### src/rtl/enc_scan_if.sv
// enc_scan_if: request-vector input and index-stream output bundle for enc_scan.
// The master side supplies vectors and consumes indices; the slave side is the encoder.
interface enc_scan_if #(
    parameter int unsigned N = 3
);
    localparam int unsigned W  = 1 << N;
    localparam int unsigned CW = N + 1;

    logic [W-1:0]  in_vec;
    logic          in_valid;
    logic          in_ready;
    logic [N-1:0]  out_idx;
    logic          out_valid;
    logic          out_ready;
    logic          out_last;
    logic          done;
    logic [CW-1:0] count;

    modport master (
        output in_vec, in_valid, out_ready,
        input  in_ready, out_idx, out_valid, out_last, done, count
    );

    modport slave (
        input  in_vec, in_valid, out_ready,
        output in_ready, out_idx, out_valid, out_last, done, count
    );
endinterface

### src/rtl/enc_scan.sv
// enc_scan: sequential priority encoder. It takes a 2**N-bit multi-hot vector and
// streams the index of every set bit, one per output handshake. The default order is
// lowest index first. Defining ENC_SCAN_MSB_FIRST_EN streams the highest index first.
module enc_scan #(
    parameter int unsigned N = 3
) (
    input  logic        clk,
    input  logic        rst,
    enc_scan_if.slave   bus
);
    localparam int unsigned W  = 1 << N;
    localparam int unsigned CW = N + 1;

    typedef enum logic [1:0] {
        IDLE = 2'd0,
        SCAN = 2'd1,
        DONE = 2'd2
    } state_e;

    state_e        state_q;
    logic [W-1:0]  pending_q;
    logic [CW-1:0] count_q;
    logic          in_ready_q;
    logic          out_valid_q;
    logic          done_q;

    logic [N-1:0]  idx_c;
    logic          onehot_c;
    logic          last_c;
    logic [W-1:0]  pending_d;
    logic [CW-1:0] count_d;

    // Priority-encode the bit to present next from the pending register.
    always_comb begin
        idx_c = '0;
`ifdef ENC_SCAN_MSB_FIRST_EN
        for (int i = 0; i < int'(W); i++) begin
            if (pending_q[i]) idx_c = N'(i);
        end
`else
        for (int i = int'(W) - 1; i >= 0; i--) begin
            if (pending_q[i]) idx_c = N'(i);
        end
`endif
    end

    // Last-beat detection and the pending vector with the presented bit removed.
    always_comb begin
        onehot_c  = (pending_q != '0) && ((pending_q & (pending_q - W'(1))) == '0);
        last_c    = out_valid_q & onehot_c;
        pending_d = pending_q & ~(W'(1) << idx_c);
    end

    // Population count of the incoming vector, captured on acceptance.
    always_comb begin
        count_d = '0;
        for (int i = 0; i < int'(W); i++) begin
            count_d = count_d + CW'(bus.in_vec[i]);
        end
    end

    // Control FSM: accept in IDLE, one beat per handshake in SCAN, single done pulse.
    always_ff @(posedge clk or posedge rst) begin
        if (rst) begin
            state_q     <= IDLE;
            pending_q   <= '0;
            count_q     <= '0;
            in_ready_q  <= 1'b1;
            out_valid_q <= 1'b0;
            done_q      <= 1'b0;
        end else begin
            done_q <= 1'b0;
            case (state_q)
                IDLE: begin
                    if (bus.in_valid && in_ready_q) begin
                        pending_q  <= bus.in_vec;
                        count_q    <= count_d;
                        in_ready_q <= 1'b0;
                        if (bus.in_vec != '0) begin
                            state_q     <= SCAN;
                            out_valid_q <= 1'b1;
                        end else begin
                            state_q <= DONE;
                            done_q  <= 1'b1;
                        end
                    end
                end
                SCAN: begin
                    if (bus.out_ready) begin
                        pending_q <= pending_d;
                        if (last_c) begin
                            state_q     <= DONE;
                            out_valid_q <= 1'b0;
                            done_q      <= 1'b1;
                        end
                    end
                end
                DONE: begin
                    state_q    <= IDLE;
                    in_ready_q <= 1'b1;
                end
                default: begin
                    state_q     <= IDLE;
                    in_ready_q  <= 1'b1;
                    out_valid_q <= 1'b0;
                end
            endcase
        end
    end

    assign bus.in_ready  = in_ready_q;
    assign bus.out_valid = out_valid_q;
    assign bus.out_idx   = idx_c;
    assign bus.out_last  = last_c;
    assign bus.done      = done_q;
    assign bus.count     = count_q;
endmodule
### src/flat_wrapper.sv
// flat-port wrapper written by rule: the top's interface ports become plain ports
module enc_scan_flat 
#(
    parameter int unsigned N = 3
)
  (clk, rst, bus_in_vec, bus_in_valid, bus_out_ready, bus_in_ready, bus_out_idx, bus_out_valid, bus_out_last, bus_done, bus_count);
  enc_scan_if #(.N(N)) bus_i ();
  input  logic clk;
  input  logic rst;
  input wire logic [$bits(bus_i.in_vec)-1:0] bus_in_vec;
  input wire logic [$bits(bus_i.in_valid)-1:0] bus_in_valid;
  input wire logic [$bits(bus_i.out_ready)-1:0] bus_out_ready;
  output wire logic [$bits(bus_i.in_ready)-1:0] bus_in_ready;
  output wire logic [$bits(bus_i.out_idx)-1:0] bus_out_idx;
  output wire logic [$bits(bus_i.out_valid)-1:0] bus_out_valid;
  output wire logic [$bits(bus_i.out_last)-1:0] bus_out_last;
  output wire logic [$bits(bus_i.done)-1:0] bus_done;
  output wire logic [$bits(bus_i.count)-1:0] bus_count;
  assign bus_i.in_vec = bus_in_vec;
  assign bus_i.in_valid = bus_in_valid;
  assign bus_i.out_ready = bus_out_ready;
  assign bus_in_ready = bus_i.in_ready;
  assign bus_out_idx = bus_i.out_idx;
  assign bus_out_valid = bus_i.out_valid;
  assign bus_out_last = bus_i.out_last;
  assign bus_done = bus_i.done;
  assign bus_count = bus_i.count;
  enc_scan #(.N(N)) u_core (.clk(clk), .rst(rst), .bus(bus_i));
endmodule
### config.mk
export PLATFORM = sky130hd
export DESIGN_NAME = enc_scan_flat
export DESIGN_NICKNAME = d
export VERILOG_FILES = /design/src/rtl/enc_scan_if.sv /design/src/rtl/enc_scan.sv /design/src/flat_wrapper.sv
export SDC_FILE = /design/constraint.sdc
export NUM_CORES = 1
export LEC_CHECK = 0
export CORE_ASPECT_RATIO = 0.8
export CORE_MARGIN = 3
export CORE_UTILIZATION = 30
export CTS_CLUSTER_SIZE = 30
export DETAILED_ROUTE_END_ITERATION = 8
export HOLD_SLACK_MARGIN = 0.06
export PLACE_DENSITY = 0.49
export RECOVER_POWER = 25
export SLEW_MARGIN = 10
export SYNTH_ARGS = -nofsm -noshare
export SYNTH_HDL_FRONTEND = slang
export SYNTH_SLANG_ARGS = --single-unit
### constraint.sdc
create_clock -name clk -period 7 [get_ports clk]
set_input_delay 1.75 -clock clk [delete_from_list [all_inputs] [get_ports clk]]
set_output_delay 1.75 -clock clk [all_outputs]
set_load 0.005 [all_outputs]
== Yosys cells after proc, flatten, opt, wreduce, memory -nomap -nowiden ==
Index checks and enable logic that the tools add are counted.

* Bits of input ports: 12
* Logic and storage cells: 67
* Output and inout bits: 11
* Register bits after elaboration: 17

* Equal/unequal tests: 6
* Bitwise operators: 6
* Add/sub/neg operators: 8
* Shift operators: 1
* Mux-type cells: 28
* Reduce and logical (&&, ||, !) cells: 12

{| class="wikitable"
|+ Operator list
! operator !! number
|-
| 4-bit by 1-bit adder with 4-bit output || 6
|-
| 3-bit two-way mux || 8
|-
| 8-bit bitwise AND || 2
|-
| 8-bit two-way mux || 2
|-
| 8-bit case mux with 2 select lines || 1
|-
| 8-bit nonzero test || 2
|-
| 1-bit two-way mux || 9
|-
| 8-bit zero test || 1
|-
| 2-bit two-way mux || 4
|-
| 8-bit inverter || 1
|-
| 1-bit by 3-bit left shift with 8-bit output, first input constant || 1
|-
| 8-bit by 1-bit subtractor with 8-bit output, second input constant || 1
|-
| 3-bit AND reduction || 2
|-
| 5-bit AND reduction || 1
|-
| 2-bit by 1-bit != test with 1-bit output, second input constant || 2
|-
| 2-bit != test, second input constant || 2
|-
| 1-bit case mux with 2 select lines || 2
|-
| 2-bit case mux with 2 select lines || 1
|-
| 2-bit AND reduction || 2
|-
| 1-bit case mux with 3 select lines || 1
|-
| 1-bit by 1-bit adder with 2-bit output || 1
|-
| 2-bit by 1-bit == test with 1-bit output, second input constant || 1
|-
| 2-bit == test, second input constant || 1
|-
| 1-bit logical AND || 2
|-
| other kinds (4) || 5
|}

== Depth between registers and ports, before layout ==
* Word-level depth: 13
* Depth in mapped cells: 11
* Mapped depth without buffers: 11

== Least setup slack after synthesis ==
Ideal clock, no wire load.

* Path type: input-to-reg
* From: input port bus_in_vec[0]
* To: register u_core.count_q[1], in the netlist u_core.bus.count[1]
* Cell stages on the path: 10
* Arrival time: 4.017 ns
* Data required time: 6.917 ns
* Buffers on the path: 0
* Setup time: 0.083 ns
* Path slack: 2.900 ns
* Cells stage by stage: inv_1 ha_1 inv_1 fa_1 fa_1 inv_1 fa_1 inv_1 fa_1 o21ai_0

* Longest elaborated chain between the ends: 7

{| class="wikitable"
|+ Ends and longest elaborated chain
! what !! RTL line !! text
|-
| from (decl) || flat_wrapper.sv:10 || <nowiki>input wire logic [$bits(bus_i.in_vec)-1:0] bus_in_vec;</nowiki>
|-
| 1-bit by 1-bit adder with 2-bit output || enc_scan.sv:58 || <nowiki>count_d = count_d + CW'(bus.in_vec[i]);</nowiki>
|-
| 4-bit by 1-bit adder with 4-bit output (6 in a row) || enc_scan.sv:58 ||
|-
| to (signal assigned) || enc_scan.sv:77 || <nowiki>count_q <= count_d;</nowiki>
|-
| to (decl) || enc_scan.sv:22 || <nowiki>logic [CW-1:0] count_q;</nowiki>
|}

Every way passes these cells.
A chain may end at the register's enable or synchronous reset.

== Worst setup path in the final report ==
* From: input port bus_in_vec[1]
* To: register u_core.count_q[1], in the netlist u_core.bus.count[1]

Same word-level chain as after synthesis.

==> run summary <==
R2R Setup Slk - 4.90 ns
H-tree depth - 1
Slew Limit Fails - 0
Worst R2R End - u_core.bus.out_valid
Logic pwr share - 56.4%
Starting Density - 32.4%
Critical path peak fanout - 3
Worst setup SP type - primary input
Clk_lat worst skew - 0.25 ns
Router iterations before antenna repair - 4
PortBufs - 22
RSZ-0062 raised after global routing - false
Drt wl/cell - 14.6 um
TritonCTS clock tree - yes
Fraction of the cycle the final worst path needs - 63.5%
Slowest cell on crit path - clkdlybuf4s50_1
Clock Skews - 0.00310 ns
Max Cap Viol - 0
Clock slew at reported path FFs - 0.07 ns
Vias in the first global route - 996
Largest net degree at the start of global routing - 18
Synth Area per Inst - 9.11 um^2
Die area - 4610 um^2
Layout cell share with drive strength beyond 1 - 8.05%
# diodes - 0
Syn_nets - 146
Cell internal pwr - 0.000361 W
Crit path cell chain - clkdlybuf4s50_1 -> inv_1 -> ha_1 -> inv_1 -> fa_1 -> fa_1 -> inv_1 -> fa_1 -> inv_1 -> fa_1 -> o21ai_0
Worst Hold End - u_core.bus.count[0]
Fillcell total - 371
Worst hold stages - 2
Clock tree buffer depth - 2
Crit path from - bus_in_vec[1]
Most common flop cell mapped by yosys - dfrtp_1
Core Rows - 19
Status - finished, final reports clean
Cell chosen for the clock root - clkbuf_8
Net count, final - 170
Initial antenna violation count - 0
I/O pin count - 23
Inserted Clock Buffers - 3
Synth warn - 0
Post-synthesis sequential area ratio - 37.2%
Tightest Pin Transition - 0.684 ns
Largest area contributor in the netlist - dfrtp_1
Setup tns final - 0 ns
Global-route wire length before repair - 4780 um
Vias - 1,008
Switch share - 41.6%
Iteration-0 DRC count of the detailed router - 52
Top cells by count, synth - inv_1 (18), dfrtp_1 (16), nand2_1 (15), nor2_1 (11), o21ai_0 (10)
Total GRT Usage - 13.9%
Synthesized instance count - 126
Post-DP HPWL - 2160 um
Die Ht - 61.3 um
Power Density - 427 nW/um^2
Slew margin rel. - 54.3%
Min-Delay Path Class - reg2reg
Share of the synthesized area in the top cell type - 34.9%
Arrival time at the worst endpoint - 4.61 ns
Core ar. - 3540 um^2
Synth Register Bits - 17
Via-to-Cell Ratio - 5.28
Hold Slack - 0.476 ns
R2R depth - 5
CTS Sinks - 17
Leakage - 0.664 nW
Area of the multi-input gates - 634 um^2
Post-Synthesis Cell Area - 1150 um^2
Worst hold path startpoint - u_core.bus.count[0]
Share of total power in the clock network - 12.2%
Fmax - 0.225 GHz
Sequential share of power - 31.4%
Fin crit period - 4.44 ns
Post-CTS Repair Setup Buffers - 0
GRT overflow - 0
Routability cong. - 0.832
CP endpoint kind - flop
Worst path max stage delay - 0.51 ns
Synth area leaders - dfrtp_1 (35%), fa_1 (7.0%), inv_1 (5.9%)
Area growth syn-to-layout - 26.1%
Peak VDD IR - 0.124 mV
Hold-fix buffers, CTS - 0
CTS resizes - 0
EDFF count, synth - 0
Final Setup Violations - 0
DRC viols - 0
Worst reg2reg path startpoint - u_core.pending_q[3]
Fraction of registers with async set/reset - 100%
Post-synth cell types - 41
Setup Crit Path Kind - in2reg
Routed Antenna Nets - 0
Final hold vios - 0
Die Wd - 75.1 um
Required @ worst endpoint - 7.17 ns
Register area - 427 um^2
Count leader, synth - inv_1
Wirelength, routed - 2780 um
Net Switching - 0.000257 W
-- critical path: cells and delay by family --
family          cells  cell delay (ns)
fa+ha+maj           5             1.96
buf+inv             5             0.73
compound gates      1             0.16
-- sequential cells by signal, summed over array words and instances, names as in the netlist --
name                  count
u_core.pending_q          8
u_core.bus.in_ready       1
u_core.state_q            2
u_core.bus.count          4
u_core.bus.done           1
u_core.bus.out_valid      1
-- final cells by class --
class / count / area share, %
clock buffers: 4 / 3.11
inverters: 18 / 4.67
multi-input cells: 88 / 43.9
flip-flops and latches: 17 / 29.5
well taps: 42 / 3.63
repair buffers: 22 / 15.2
-- logic make-up after synthesis --
family | share of synthesized area [%]
buffers and inverters | 7.52
XOR/XNOR | 0.763
adder cells (fa/ha/maj) | 13.2
AND/OR/NAND/NOR | 19.2
flip-flops | 37.2
AO/OA/AOI/OAI | 22.1
-- worst max path at each step --
stage,to,slack (ns),cells past startpoint
final,u_core.bus.count[1],2.56,11
after global routing,u_core.bus.count[1],2.38,11
after detailed placement,u_core.bus.count[1],2.28,11
after global placement,u_core.bus.count[1],2.33,11
after floorplan,u_core.bus.count[1],2.90,10
after CTS,u_core.bus.count[1],2.55,11
-- power groups by stage --
stage	combinational (W)	clock, W	sequential [W]
after CTS	0.000352	0.0000780	0.000192
after floorplan	0.000234	0	0.000177
final	0.000349	0.0000757	0.000194
after global placement	0.000352	0	0.000193
after detailed placement	0.000351	0	0.000194
after global routing	0.000399	0.0000807	0.000200
-- per-layer routing --
layer  vias to the layer above  global-route usage, %  wire length [um]
met5                         -                      0                 0
met4                         0                   2.24                11
met3                         2                   5.06               153
met2                        22                   21.1              1220
met1                       497                   19.3              1400
li1                        487                      -                 -
-- cell usage in the layout (no fill, tap or decap), types with 2 or more instances in the layout --
cell type         n
clkbuf_8          3
nor2_1           11
o21ai_0          10
fa_1              4
ha_1              4
nand4_1           2
o2bb2ai_1         2
dfrtp_1          16
nand2b_1          3
a31oi_1           2
nor3_1            2
a21oi_1           4
a22o_1            5
clkdlybuf4s50_1  21
inv_1            18
nand2_1          15
-- per-stage QoR --
stage                     setup slack (ns)  area [um^2]  std cells  utilization [%]  power [W]
after floorplan                       2.90         1150        126                -   0.000411
after global placement                2.33         1400        187             39.6   0.000545
after detailed placement              2.28         1400        187             39.6   0.000544
after CTS                             2.55         1450        191             40.8   0.000623
after global routing                  2.38         1450        191             40.8   0.000680
final                                 2.56         1450        191             40.8   0.000618
Power figures use the tool's default switching activity.
